[config.mk]
export PLATFORM = sky130hd
export DESIGN_NAME = module1to8_flat
export DESIGN_NICKNAME = d
export VERILOG_FILES = /design/src/rtl/mxctrl_pkg.sv /design/src/rtl/module1to8_if.sv /design/src/rtl/sync_fifo_fwft.sv /design/src/rtl/module1to8.sv /design/src/flat_wrapper.sv
export SDC_FILE = /design/constraint.sdc
export NUM_CORES = 1
export LEC_CHECK = 0
export CAP_MARGIN = 20
export CORE_ASPECT_RATIO = 1.75
export CORE_MARGIN = 10
export CORE_UTILIZATION = 35
export CTS_CLUSTER_SIZE = 28
export DETAILED_ROUTE_END_ITERATION = 10
export PLACE_DENSITY_LB_ADDON = 0.25
export SLEW_MARGIN = 10
export SYNTH_ARGS = -nofsm -noshare
export SYNTH_HDL_FRONTEND = slang
export SYNTH_SLANG_ARGS = --single-unit
export TNS_END_PERCENT = 30
[constraint.sdc]
create_clock -name clk20m -period 3.8 [get_ports clk20m]
set_input_delay 0.76 -clock clk20m [delete_from_list [all_inputs] [get_ports clk20m]]
set_output_delay 0.76 -clock clk20m [all_outputs]
set_load 0.01 [all_outputs]
[src/rtl/mxctrl_pkg.sv]
// Shared types for the serial-to-byte deserializer: FSM states, byte-entry record
// and the trailing-byte padding helper.
package mxctrl_pkg;

   typedef enum logic [1:0] {
      ST_IDLE  = 2'd0,
      ST_RECV  = 2'd1,
      ST_FLUSH = 2'd2
   } state_t;

   localparam int GAP_CYCLES_DEF = 8;

   typedef struct packed {
      logic [7:0] data;
      logic       last;
      logic [2:0] pad;
   } byte_entry_t;

   // Moves k received bits so the first one lands on the byte's first-bit position.
   function automatic logic [7:0] pad_byte(input logic [7:0] sr, input logic [2:0] k,
                                           input bit msb_first);
      logic [2:0] sh;
      sh = 3'd0 - k;
      return msb_first ? (sr << sh) : (sr >> sh);
   endfunction

endpackage

[src/rtl/module1to8_if.sv]
// Serial bit stream in, byte stream out with valid/ready, last and pad info.
interface module1to8_if;
   logic       i_data_in;
   logic       i_data_vald;
   logic [7:0] o_byte;
   logic       o_byte_vald;
   logic       i_byte_rdy;
   logic       o_byte_last;
   logic [2:0] o_pad_bits;

   modport slave (
      input  i_data_in, i_data_vald, i_byte_rdy,
      output o_byte, o_byte_vald, o_byte_last, o_pad_bits
   );

   modport master (
      output i_data_in, i_data_vald, i_byte_rdy,
      input  o_byte, o_byte_vald, o_byte_last, o_pad_bits
   );
endinterface

[src/rtl/sync_fifo_fwft.sv]
// Single-clock first-word-fall-through FIFO; head data is readable the cycle after a write.
module sync_fifo_fwft #(
   parameter int WIDTH = 12,
   parameter int DEPTH = 4
) (
   input  logic             clk,
   input  logic             rst,
   input  logic             wr_en,
   input  logic [WIDTH-1:0] wr_data,
   input  logic             rd_en,
   output logic [WIDTH-1:0] rd_data,
   output logic             full,
   output logic             empty
);
   localparam int AW    = $clog2(DEPTH);
   localparam int PTR_W = AW + 1;

   logic [WIDTH-1:0] mem [DEPTH];
   logic [PTR_W-1:0] wr_ptr_reg, rd_ptr_reg;
   logic             do_wr, do_rd;

   assign empty = (wr_ptr_reg == rd_ptr_reg);
   assign full  = (wr_ptr_reg[AW] != rd_ptr_reg[AW]) &&
                  (wr_ptr_reg[AW-1:0] == rd_ptr_reg[AW-1:0]);
   assign do_rd = rd_en && !empty;
   // A write into a full FIFO is still taken when the head leaves in the same cycle.
   assign do_wr = wr_en && (!full || do_rd);
   assign rd_data = mem[rd_ptr_reg[AW-1:0]];

   always_ff @(posedge clk) begin
      if (do_wr) begin
         mem[wr_ptr_reg[AW-1:0]] <= wr_data;
      end
   end

   always_ff @(posedge clk) begin
      if (rst) begin
         wr_ptr_reg <= '0;
         rd_ptr_reg <= '0;
      end else begin
         if (do_wr) wr_ptr_reg <= wr_ptr_reg + PTR_W'(1);
         if (do_rd) rd_ptr_reg <= rd_ptr_reg + PTR_W'(1);
      end
   end
endmodule

[src/rtl/module1to8.sv]
// Serial-to-byte deserializer: packs a gated bit stream into bytes, detects frame end
// from a valid-low gap, pads a trailing partial byte and buffers bytes in an FWFT FIFO.
module module1to8
   import mxctrl_pkg::*;
#(
   parameter int GAP_CYCLES = GAP_CYCLES_DEF,
   parameter int FIFO_DEPTH = 4,
   parameter int MSB_FIRST  = 1
) (
   input  logic             clk20m,
   input  logic             rst,
   module1to8_if.slave      bus,
   output logic             o_overflow,
   output logic [15:0]      o_frame_cnt
);
   state_t      state_reg, state_next;
   logic [7:0]  shift_reg, shift_next, shifted;
   logic [2:0]  bit_cnt_reg, bit_cnt_next;
   logic [3:0]  gap_cnt_reg, gap_cnt_next;
   byte_entry_t pend_reg, pend_next, push_entry, head;
   logic        pend_vld_reg, pend_vld_next;
   logic        overflow_reg, overflow_next;
   logic [15:0] frame_cnt_reg, frame_cnt_next;
   logic        push, pop, fifo_full, fifo_empty;
   logic [11:0] fifo_rd_data;

   assign shifted = (MSB_FIRST != 0) ? {shift_reg[6:0], bus.i_data_in}
                                     : {bus.i_data_in, shift_reg[7:1]};
   assign pop = !fifo_empty && bus.i_byte_rdy;

   always_comb begin
      state_next     = state_reg;
      shift_next     = shift_reg;
      bit_cnt_next   = bit_cnt_reg;
      gap_cnt_next   = gap_cnt_reg;
      pend_next      = pend_reg;
      pend_vld_next  = pend_vld_reg;
      overflow_next  = overflow_reg;
      frame_cnt_next = frame_cnt_reg;
      push           = 1'b0;
      push_entry     = pend_reg;

      // Bit acceptance is identical in every state; bit_cnt is 0 in IDLE and FLUSH.
      if (bus.i_data_vald) begin
         shift_next   = shifted;
         bit_cnt_next = bit_cnt_reg + 3'd1;
         gap_cnt_next = 4'd0;
         if (bit_cnt_reg == 3'd7) begin
            push          = pend_vld_reg;
            pend_next     = '{data: shifted, last: 1'b0, pad: 3'd0};
            pend_vld_next = 1'b1;
         end
      end

      case (state_reg)
         ST_IDLE: begin
            if (bus.i_data_vald) state_next = ST_RECV;
         end
         ST_RECV: begin
            if (!bus.i_data_vald) begin
               if (gap_cnt_reg == 4'(GAP_CYCLES - 1)) begin
                  gap_cnt_next = 4'd0;
                  if (bit_cnt_reg == 3'd0) begin
                     push           = pend_vld_reg;
                     push_entry     = '{data: pend_reg.data, last: 1'b1, pad: 3'd0};
                     pend_vld_next  = 1'b0;
                     frame_cnt_next = frame_cnt_reg + 16'd1;
                     state_next     = ST_IDLE;
                  end else begin
                     push          = pend_vld_reg;
                     pend_next     = '{data: pad_byte(shift_reg, bit_cnt_reg, MSB_FIRST != 0),
                                       last: 1'b1, pad: 3'd0 - bit_cnt_reg};
                     pend_vld_next = 1'b1;
                     shift_next    = 8'd0;
                     bit_cnt_next  = 3'd0;
                     state_next    = ST_FLUSH;
                  end
               end else begin
                  gap_cnt_next = gap_cnt_reg + 4'd1;
               end
            end
         end
         ST_FLUSH: begin
            push           = pend_vld_reg;
            pend_vld_next  = 1'b0;
            frame_cnt_next = frame_cnt_reg + 16'd1;
            state_next     = bus.i_data_vald ? ST_RECV : ST_IDLE;
         end
         default: state_next = ST_IDLE;
      endcase

      if (push && fifo_full && !pop) overflow_next = 1'b1;
   end

   always_ff @(posedge clk20m) begin
      if (rst) begin
         state_reg     <= ST_IDLE;
         shift_reg     <= 8'd0;
         bit_cnt_reg   <= 3'd0;
         gap_cnt_reg   <= 4'd0;
         pend_reg      <= '0;
         pend_vld_reg  <= 1'b0;
         overflow_reg  <= 1'b0;
         frame_cnt_reg <= 16'd0;
      end else begin
         state_reg     <= state_next;
         shift_reg     <= shift_next;
         bit_cnt_reg   <= bit_cnt_next;
         gap_cnt_reg   <= gap_cnt_next;
         pend_reg      <= pend_next;
         pend_vld_reg  <= pend_vld_next;
         overflow_reg  <= overflow_next;
         frame_cnt_reg <= frame_cnt_next;
      end
   end

   sync_fifo_fwft #(
      .WIDTH ($bits(byte_entry_t)),
      .DEPTH (FIFO_DEPTH)
   ) u_fifo (
      .clk     (clk20m),
      .rst     (rst),
      .wr_en   (push),
      .wr_data (push_entry),
      .rd_en   (bus.i_byte_rdy),
      .rd_data (fifo_rd_data),
      .full    (fifo_full),
      .empty   (fifo_empty)
   );

   // Head is masked while empty so the outputs read zero rather than stale RAM.
   assign head            = fifo_empty ? '0 : byte_entry_t'(fifo_rd_data);
   assign bus.o_byte      = head.data;
   assign bus.o_byte_last = head.last;
   assign bus.o_pad_bits  = head.pad;
   assign bus.o_byte_vald = !fifo_empty;
   assign o_overflow      = overflow_reg;
   assign o_frame_cnt     = frame_cnt_reg;
endmodule

[src/flat_wrapper.sv]
// flat-port wrapper written by rule: the top's interface ports become plain ports
module module1to8_flat import mxctrl_pkg::*;
#(
   parameter int GAP_CYCLES = GAP_CYCLES_DEF,
   parameter int FIFO_DEPTH = 4,
   parameter int MSB_FIRST  = 1
)
  (clk20m, rst, o_overflow, o_frame_cnt, bus_i_data_in, bus_i_data_vald, bus_i_byte_rdy, bus_o_byte, bus_o_byte_vald, bus_o_byte_last, bus_o_pad_bits);
  module1to8_if bus_i ();
  input  logic clk20m;
  input  logic rst;
  output logic o_overflow;
  output logic [15:0] o_frame_cnt;
  input wire logic [$bits(bus_i.i_data_in)-1:0] bus_i_data_in;
  input wire logic [$bits(bus_i.i_data_vald)-1:0] bus_i_data_vald;
  input wire logic [$bits(bus_i.i_byte_rdy)-1:0] bus_i_byte_rdy;
  output wire logic [$bits(bus_i.o_byte)-1:0] bus_o_byte;
  output wire logic [$bits(bus_i.o_byte_vald)-1:0] bus_o_byte_vald;
  output wire logic [$bits(bus_i.o_byte_last)-1:0] bus_o_byte_last;
  output wire logic [$bits(bus_i.o_pad_bits)-1:0] bus_o_pad_bits;
  assign bus_i.i_data_in = bus_i_data_in;
  assign bus_i.i_data_vald = bus_i_data_vald;
  assign bus_i.i_byte_rdy = bus_i_byte_rdy;
  assign bus_o_byte = bus_i.o_byte;
  assign bus_o_byte_vald = bus_i.o_byte_vald;
  assign bus_o_byte_last = bus_i.o_byte_last;
  assign bus_o_pad_bits = bus_i.o_pad_bits;
  module1to8 #(.GAP_CYCLES(GAP_CYCLES), .FIFO_DEPTH(FIFO_DEPTH), .MSB_FIRST(MSB_FIRST)) u_core (.clk20m(clk20m), .rst(rst), .bus(bus_i), .o_overflow(o_overflow), .o_frame_cnt(o_frame_cnt));
endmodule
# [After elaboration in Yosys (flattened, before gate mapping)]
# Memories as Yosys holds them, arrays and structs flattened. A register that Yosys moved wholly into a read port is not among the register bits.
# Index checks and enable logic that the tools add are counted.
[totals] regBits=53 mem_bits_rw=48 memories=1
[mem_list] memory="u_core.u_fifo.mem" depth=4 word_bits=12 read_ports=1 rd_ports_with_merged_regs=1 wr=1 line_no="sync_fifo_fwft.sv:18" text="logic [WIDTH-1:0] mem [DEPTH];"
[classes] add_sub_neg=6 eq_ne=11 n_shift=1 mux=50 reduce_logical=14
[op_table] op="$mux 12" count=7
[op_table] op="$mux 16" count=3
[op_table] op="$mux 8" count=5
[op_table] op="$mux 4" count=8
[op_table] op="$pmux 16 s2" count=1
[op_table] op="$add 16x1->16 const B" count=1
[op_table] op="$mux 3" count=5
[op_table] op="$mux 1" count=12
[op_table] op="$mux 2" count=6
[op_table] op="$add 3x1->3 const B" count=3
[op_table] op="$shl 8x3->8" count=1
[op_table] op="$pmux 2 s3" count=1
[op_table] op="$logic_and 1x1->1" count=5
[op_table] op="$add 4x1->4 const B" count=1
[op_table] op="$eq 4x3->1 const B" count=1
[op_table] op="$ne 2x1->1 const B" count=2
[op_table] op="$ne 2x2->1 const B" count=2
[op_table] op="$pmux 1 s2" count=2
[op_table] op="$reduce_and 4->1" count=1
[op_table] op="$eq 3x3->1" count=1
[op_table] op="$eq 3x3->1 const B" count=1
[op_table] op="$logic_not 1->1" count=3
[op_table] op="$logic_not 3->1" count=1
[op_table] op="$reduce_and 3->1" count=1
[op_table] op="8 further kinds" count=8

# [Logic depth before layout (Yosys ltp)]
# Gate-level depths: netlist (run 1).
[depth] depth_word=9 depth_mapped=9 ltp_nobuf=7

# [By module]
# A second synthesis (run 1) with hierarchy kept.
[unflattened] cells_unflattened=404 hier_area_um2=4750.8
[modules_own_cells] mod="module1to8" instances=1 cells_each=287 area_each_um2=2481.1
[modules_own_cells] mod="sync_fifo_fwft" instances=1 cells_each=117 area_each_um2=2269.7

# [Least setup slack after synthesis (run 1)]
# No wires, ideal clock.
[synth_timing] path_type="in2reg" start="in bus_i_data_vald" end="reg u_core.u_fifo.wr_ptr_reg[2]" setup_ns=0.121 arrival_time_ns=2.252 required_ns=3.679 path_slack_ns=1.427 stages=5 n_path_buf=1 cell_sequence="nand4bb_1 -> clkbuf_1 -> a22oi_1 -> and3_1 -> mux2_2"
[synth_between] elab_chain_len=5
[synth_rtl] element="start: declaration" line_no="flat_wrapper.sv:15" text="input wire logic [$bits(bus_i.i_data_vald)-1:0] bus_i_data_vald;"
[synth_rtl] element="$mux 1" line_no="module1to8.sv:44" text="if (bus.i_data_vald) begin"
[synth_rtl] element="$mux 1" line_no="module1to8.sv:61" text="if (gap_cnt_reg == 4'(GAP_CYCLES - 1)) begin"
[synth_rtl] element="$mux 1" line_no="module1to8.sv:60" text="if (!bus.i_data_vald) begin"
[synth_rtl] element="$pmux 1 s2 (*)" line_no="module1to8.sv:55" text="case (state_reg)"
[synth_rtl] element="$logic_and 1x1->1 (*)" line_no="sync_fifo_fwft.sv:27" text="assign do_wr = wr_en && (!full || do_rd);"
[synth_rtl] element="end signal: assignment" line_no="sync_fifo_fwft.sv:41" text="if (do_wr) wr_ptr_reg <= wr_ptr_reg + PTR_W'(1);"
[synth_rtl] element="end: declaration" line_no="sync_fifo_fwft.sv:19" text="logic [PTR_W-1:0] wr_ptr_reg, rd_ptr_reg;"
# Every way passes the cells marked *; elsewhere a longest branch is shown, timed or not.
# A chain may end at the register's enable or synchronous reset.

==> results of run 1 <==
[power by group]
group          internal [mW]  switching [mW]  leakage [nW]  total (mW)
logic                 0.0587          0.0882         0.873       0.147
clock network          0.525           0.419         0.150       0.943
registers               1.16         0.00911         0.945        1.17
total                   1.74           0.516          1.97        2.26
[cells by family (layout without fill, tap and decap cells)]
group	Yosys count	after routing	share of synthesized area (%)
simple gates	133	133	15.2
flops	103	103	54.2
compound gates	67	67	9.20
mux	42	42	12.8
buf+inv	33	69	2.93
fa+ha+maj	15	15	4.00
xor+xnor	9	9	1.68
[cell type report]
class | instances | area, um^2
Fill cell | 1258 | 7560
Sequential cell | 103 | 2540
Multi-Input combinational cell | 266 | 2010
Timing Repair Buffer | 41 | 393
Clock buffer | 9 | 225
Tap cell | 171 | 214
Clock inverter | 7 | 86.3
Inverter | 12 | 45.0
[final timing paths]
kind	startpoint	to	slack (ns)	cells past startpoint
max	flop	bus_o_byte[2]	0.82	4
min	u_core.pend_reg[3]	u_core.pend_reg[3]	0.47	2
max reg2reg	u_core.bit_cnt_reg[0]	u_core.u_fifo.mem[2][4]	1.25	6
min reg2reg	u_core.pend_reg[3]	u_core.pend_reg[3]	0.47	2
[routing by layer]
layer	up-vias	global-route usage (%)	wire length, um
li1	1562	-	-
met1	1489	10.9	3630
met2	51	18.4	5030
met3	16	2.79	426
met4	0	4.19	181
met5	-	0	0
[worst max-delay path, cell delays in order (launching register included)]
cell	delay, ns
dfxtp_1	0.45
buf_4	0.27
mux4_2	0.53
nor2b_1	0.14
clkdlybuf4s50_1	0.49
[stage by stage]
step	utilization, %	std cells	hold WS (ns)
final	42.2	609	0.469
after global routing	42.2	609	0.499
after CTS	42.2	609	0.466
after detailed placement	39.8	593	0.455
after global placement	39.8	593	0.451
after floorplan	-	402	0.434
[cell usage after synthesis, types with 2 or more instances]
| cell | count |
|---|---|
| inv_1 | 12 |
| mux2_2 | 4 |
| a22oi_1 | 3 |
| o31ai_1 | 6 |
| nand3_1 | 9 |
| ha_1 | 15 |
| clkbuf_1 | 12 |
| and3_1 | 4 |
| a21oi_1 | 24 |
| a211oi_1 | 5 |
| xnor2_1 | 3 |
| nand2_1 | 20 |
| o2bb2ai_1 | 2 |
| nor3_1 | 12 |
| buf_1 | 3 |
| a311oi_1 | 4 |
| xor2_1 | 6 |
| and4_1 | 2 |
| nor4_1 | 3 |
| dfxtp_1 | 55 |
| nor2b_1 | 25 |
| or3_1 | 8 |
| edfxtp_1 | 48 |
| a31oi_1 | 3 |
| buf_2 | 5 |
| or4_1 | 5 |
| nand2b_1 | 3 |
| nor2_1 | 32 |
| o21ai_0 | 12 |
| nand4_1 | 3 |
| mux2i_1 | 24 |
| mux4_2 | 14 |
==> impl_metrics.tcl, run 1 <==
set metrics [dict create \
    status "complete, no violations" \
    syn_inst 402 \
    post-cts-setup-buffer-count 0 \
    drive_above_1_share_pct 10.3 \
    coreArea_mm2 0.0131 \
    cts_htree_levels 3 \
    setup_viol 0 \
    fin_crit_sh_pct 78.3 \
    postLayoutSetupSlackWorst_ns 0.824 \
    tns_ns 0 \
    avgSynthCellArea_um2 11.7 \
    dr.first_iter.drc_count 128 \
    worstMarginPinSlew_ns 0.804 \
    dpl-instance-area_mm2 0.00521 \
    yosysTopAreaCell "edfxtp_1" \
    cp.required_ns 3.04 \
    postRouteAntennaNets 0 \
    synthArstFlopShare_pct 0 \
    grt_max_degree 22 \
    final_common_cell "dfxtp_1" \
    p_leak_nw 1.97 \
    seq_area_frac_synth_pct 54.2 \
    pre_cts_ws_ns 0.511 \
    dieArea_mm2 0.0186 \
    period_minus_slack_ns 2.98 \
    yosysUniqueCellTypes 48 \
    skew_ns 0.00646 \
    synthesis.nets 422 \
    drcViolationCount 0 \
    cts_tree "built" \
    grt_use_total_pct 10.3 \
    irDropWorstVdd_uv 215 \
    synth_top_area_share_pct 30.7 \
    worstSkewPairLatency_ns 0.34 \
    synth_edf_count 48 \
    clock_path_buffers 2 \
    yosysWarningCount 0 \
    antenna_cells 0 \
    viasPerCell 5.12 \
    core.rowCount 55 \
    ys_ff_latch 103 \
    grt_pass1_vias 3124 \
    die_h_um 173 \
    maxSlewViolCount 0 \
    cts_buffers 9 \
    hold_path.class "flop to flop" \
    max_cap_violations 0 \
    area_growth_pct 17.6 \
    grt_setup_unrepaired "false" \
    end_kind "primary output" \
    dp_hpwl_mm 7.07 \
    cts.sinks 103 \
    layout.cells.most_common_list "55 x dfxtp_1, 48 x edfxtp_1, 34 x clkdlybuf4s50_1" \
    start_kind "flop" \
    post_drt_wl_per_cell_um 15.2 \
    routed_wl_mm 9.27 \
    critPathArrivalTime_ns 2.22 \
    overflow 0 \
    clk_pin_slew_ns 0.07 \
    syn_area_mm2 0.00469 \
    slew_headroom_pct 46.4 \
    hold_violations 0 \
    numPortBuffers 34 \
    initial_utilization_pct 35.9 \
    hold_buffers 0 \
    grt_pass1_wl_mm 15.8 \
    cts_resized 0 \
    nets 453 \
    gp_congestion 0.786 \
    powerDensity_mw_per_mm2 409 \
    antenna_found_initial 0 \
    clockRootBuffer "clkbuf_16" \
    path_class "flop to primary output" \
    vias 3118 \
    cp_max_fo 9 \
    ys.flop_type "dfxtp_1" \
    fmax_mhz 336 \
    die-width_um 108 \
    pin_count 35 \
    fin_area_mm2 0.00552 \
    largest_register_ffs 48 \
    power_mw 2.26 \
    dr.pass1.iters 4 \
    synthTopCellsByArea "edfxtp_1 31%, dfxtp_1 23%, mux4_2 6.7%" \
]
Note: power is estimated with default switching activity, not from simulation.
==> inputs of run 2 (changes only) <==
clock period = 2.9 ns   (was 3.8 ns; I/O delays follow)
==> run 2 against run 1 <==
  * Non-clock buffer count rose by 7
  * Via count rose by 0.58%
  * Final area up 1.3%
  * Utilization rose by 0.54 points
  * Register-to-register slack got worse by 0.66 ns
  * Combinational power rose by 39%
  * Global-route usage fell by 0.15 points
  * Largest cell class unchanged
==> impl_metrics.tcl, run 2 (synthesis results as in run 1) <==
set metrics [dict create \
    status "complete, no violations" \
    swShare_pct 22.2 \
    grt_pass1_vias 3202 \
    comb_power_share_pct 6.8 \
    cts_tree "built" \
    maxSlewViolCount 0 \
    dieArea_mm2 0.0186 \
    start_kind "flop" \
    setup_viol 0 \
    post_drt_wl_per_cell_um 15.0 \
    end_kind "primary output" \
    gp_congestion 0.812 \
    p_seq_share_pct 51.1 \
    die-width_um 108 \
    r2r-end "u_core.o_frame_cnt[15]" \
    final_common_cell "dfxtp_1" \
    worst_hold_slack_ns 0.472 \
    p_int_mw 2.33 \
    tns_ns 0 \
    nFillCells 1249 \
    dp_hpwl_mm 6.93 \
    fmax_mhz 371 \
    routed_wl_mm 9.26 \
    worstRegToRegCells 7 \
    hold_buffers 0 \
    hold_path.class "flop to flop" \
    nets 460 \
    vias 3136 \
    grt_setup_unrepaired "false" \
    cp_max_fo 13 \
    hold_violations 0 \
    hold_start "u_core.pend_reg[3]" \
    drive_above_1_share_pct 11.5 \
    area_growth_pct 19.1 \
    fin_crit_sh_pct 92.9 \
    grt_use_met1_pct 10.1 \
    reg2reg_from "u_core.state_reg[1]" \
    antenna_cells 0 \
    cts_buffers 9 \
    drcViolationCount 0 \
    irDropWorstVdd_uv 349 \
    r2r_setup_slack_ns 0.59 \
    met2_usage_pct 18.7 \
    grt.busiest_layer "met2" \
    cts_resized 0 \
    whs_endpoint "u_core.pend_reg[3]" \
    viasPerCell 5.09 \
    largest_register_ffs 48 \
    grt_max_degree 50 \
    cts.sinks 103 \
    max_cap_violations 0 \
    initial_utilization_pct 35.9 \
    die_h_um 173 \
    startpoint "u_core.u_fifo.wr_ptr_reg[0]" \
    powerDensity_mw_per_mm2 536 \
    hold_depth 2 \
    grt_pass1_wl_mm 15.4 \
    pin_count 35 \
    grt_use_total_pct 10.2 \
    numPortBuffers 34 \
    p_switching_uw 665 \
    path_class "flop to primary output" \
    dr.pass1.iters 4 \
    layout.cells.most_common_list "55 x dfxtp_1, 48 x edfxtp_1, 34 x clkdlybuf4s50_1" \
    p_clk_share_pct 42.0 \
    clock_path_buffers 2 \
    clk_pin_slew_ns 0.07 \
    use_met3_pct 2.49 \
    core.rowCount 55 \
    slew_headroom_pct 45.4 \
    post-cts-setup-buffer-count 0 \
    coreArea_mm2 0.0131 \
    dr.first_iter.drc_count 140 \
    overflow 0 \
    period_minus_slack_ns 2.69 \
    fin_util_pct 42.7 \
    power_mw 3.00 \
    cts_htree_levels 3 \
    worstMarginPinSlew_ns 0.819 \
    antenna_found_initial 0 \
    clockRootBuffer "clkbuf_16" \
    postRouteAntennaNets 0 \
    critPathArrivalTime_ns 2.11 \
    skew_ns 0.00791 \
    p_leak_nw 2.02 \
    worstSkewPairLatency_ns 0.35 \
    cp.required_ns 2.32 \
]
-- run 2: worst max path at each step --
stage | end | slack (ns)
finish | bus_o_byte[7] | 0.21
global placement | u_core.o_frame_cnt[15] | 0.28
CTS | bus_o_byte[7] | 0.15
global route | bus_o_byte[7] | 0.06
detailed placement | u_core.o_frame_cnt[15] | 0.24
floorplan | u_core.u_fifo.wr_ptr_reg[2] | 0.65
-- run 2: layout make-up --
class | count | area, um^2 | area share, %
sequential | 103 | 2540 | 45.5
multi-input combinational | 266 | 2010 | 36.0
timing repair buffer | 48 | 458 | 8.20
clock buffer | 11 | 254 | 4.55
tap | 171 | 214 | 3.83
clock inverter | 5 | 62.6 | 1.12
inverter | 12 | 45.0 | 0.806
-- run 2: power groups by stage --
stage               Sequential (mW)  Clock [mW]  Combinational (mW)
global placement               1.56           0               0.198
global route                   1.53        1.35               0.228
detailed placement             1.56           0               0.207
CTS                            1.53        1.29               0.207
finish                         1.53        1.26               0.205
floorplan                      1.56           0               0.149
-- run 2: per-stage QoR --
stage	setup slack (ns)	std cells	area, um^2
2_1_floorplan	0.651	402	4690
3_3_place_gp	0.278	600	5270
3_5_place_dp	0.238	600	5270
4_1_cts	0.152	616	5590
5_1_grt	0.0624	616	5590
6_report	0.207	616	5590
-- run 2: layer usage --
layer,wire length (um),share of wire (%),up-vias
li1,-,-,1569
met1,3580,39,1505
met2,5100,55,48
met3,376,4.1,14
met4,201,2.2,0
met5,0,0,-
-- run 2: critical path, cell delays in order, from the launching register on --
cell and delay, ns:
dfxtp_1 0.41, xor2_1 0.34, nor3_1 0.10, buf_4 0.20, nor2b_1 0.13, clkdlybuf4s50_1 0.58
==> inputs of run 3 (changes only) <==
==> constraint.sdc (replaced) <==
create_clock -name clk20m -period 2.6 [get_ports clk20m]
set_input_delay 0.39 -clock clk20m [delete_from_list [all_inputs] [get_ports clk20m]]
set_output_delay 0.39 -clock clk20m [all_outputs]
set_load 0.01 [all_outputs]
==> run 3 against run 2 <==
  * Setup slack got worse by 0.070 ns
  * Non-clock buffer count grew 1
  * Die area is the same
  * Clock-buffer cell count decreased by 2
  * Combinational power rose by 9.8%
  * Global-route usage down 0.11 points
  * Utilization rose by 0.13 points
  * Register-to-register slack worse by 0.26 ns
  * Highest routed layer unchanged
==> impl_metrics.tcl, run 3 (synthesis results as in run 1) <==
set metrics [dict create \
    status "complete, no violations" \
    end_kind "primary output" \
    cts.sinks 103 \
    fin_crit_sh_pct 94.7 \
    clock_path_buffers 2 \
    irDropWorstVdd_uv 331 \
    vias 3110 \
    postRouteAntennaNets 0 \
    powerDensity_mw_per_mm2 593 \
    die_h_um 173 \
    grt_pass1_wl_mm 15.4 \
    p_leak_nw 2.01 \
    cp_max_fo 12 \
    setup_viol 0 \
    largest_register_ffs 48 \
    slew_headroom_pct 47.1 \
    crit_buf_inv 2 \
    coreArea_mm2 0.0131 \
    critPathArrivalTime_ns 2.07 \
    fin_util_pct 42.9 \
    crit_chain "buf_4 > mux4_2 > nor2b_1 > clkdlybuf4s50_1" \
    tns_ns 0 \
    core.rowCount 55 \
    nets 461 \
    dr.pass1.iters 4 \
    grt_use_total_pct 10.0 \
    maxSlewViolCount 0 \
    post-cts-setup-buffer-count 0 \
    cts_tree "built" \
    cts_buffers 9 \
    cp_slowest_cell "mux4_2" \
    viasPerCell 5.04 \
    dp_hpwl_mm 6.86 \
    skew_ns 0.00861 \
    grt_pass1_vias 3188 \
    start_kind "flop" \
    numPortBuffers 34 \
    dr.first_iter.drc_count 103 \
    pin_count 35 \
    path_class "flop to primary output" \
    grt_setup_unrepaired "false" \
    drive_above_1_share_pct 12.3 \
    post_drt_wl_per_cell_um 14.9 \
    drcViolationCount 0 \
    fmax_mhz 406 \
    antenna_found_initial 0 \
    routed_wl_mm 9.19 \
    cts_htree_levels 3 \
    worstSkewPairLatency_ns 0.34 \
    hold_violations 0 \
    grt_max_degree 50 \
    cp_slowest_stage_delay_ns 0.53 \
    antenna_cells 0 \
    gp_congestion 0.828 \
    clk_pin_slew_ns 0.07 \
    worstMarginPinSlew_ns 0.794 \
    cp.required_ns 2.21 \
    die-width_um 108 \
    critPathTopFamily "buffers and inverters" \
    hold_path.class "flop to flop" \
    max_cap_violations 0 \
    layout.cells.most_common_list "55 x dfxtp_1, 48 x edfxtp_1, 34 x clkdlybuf4s50_1" \
    pre_cts_ws_ns 0.244 \
    postLayoutSetupSlackWorst_ns 0.138 \
    area_growth_pct 19.5 \
    dieArea_mm2 0.0186 \
    clockRootBuffer "clkbuf_16" \
    overflow 0 \
    period_minus_slack_ns 2.46 \
    initial_utilization_pct 35.9 \
    final_common_cell "dfxtp_1" \
]
[run 3: path summary, 6_finish.rpt]
| check | endpoint | from | slack [ns] | cells after the start |
|---|---|---|---|---|
| min reg2reg | u_core.pend_reg[3] | u_core.pend_reg[3] | 0.47 | 2 |
| min | u_core.pend_reg[3] | u_core.pend_reg[3] | 0.47 | 2 |
| max reg2reg | u_core.o_frame_cnt[15] | u_core.bit_cnt_reg[0] | 0.33 | 7 |
| max | bus_o_byte[7] | flop | 0.14 | 4 |
[run 3: metrics by stage]
| stage | hold WS [ns] | cell area [um^2] | total power, mW | cells |
|---|---|---|---|---|
| final | 0.465 | 5610 | 3.32 | 617 |
| after CTS | 0.472 | 5590 | 3.36 | 617 |
| after detailed placement | 0.458 | 5280 | 1.97 | 601 |
| after global routing | 0.493 | 5610 | 3.45 | 617 |
| after global placement | 0.451 | 5280 | 1.97 | 601 |
| after floorplan | 0.434 | 4690 | 1.91 | 402 |
[run 3: metal layers]
metal,vias to the layer above,GRT usage [%],part of all wire (%)
li1,1563,-,-
met1,1494,10.5,39
met2,41,18.4,55
met3,12,2.76,3.9
met4,0,3.47,1.8
met5,-,0,0
[run 3: timing repair]
item                       4_1_cts  5_1_grt
resized for setup                0        2
setup endpoints to repair        0       12
hold buffers                     0        0
[run 3: worst min-delay path, cell delays in order (launching register included)]
cell and delay (ns):
dfxtp_1 0.30, inv_1 0.06, a211oi_1 0.06
[run 3: layout make-up]
cell class,instances,area [um^2]
clock inverters,7,86.3
flip-flops and latches,103,2540
fillers,1254,7470
repair buffers,49,465
clock buffers,9,225
multi-input cells,266,2030
well taps,171,214
inverters,12,45.0
[run 3: power by group]
| part | internal, mW | leakage [nW] | switching [mW] | total (mW) |
|---|---|---|---|---|
| sequential | 1.69 | 0.945 | 0.0137 | 1.71 |
| clock | 0.769 | 0.150 | 0.622 | 1.39 |
| combinational | 0.0927 | 0.916 | 0.132 | 0.225 |
| total | 2.55 | 2.01 | 0.768 | 3.32 |
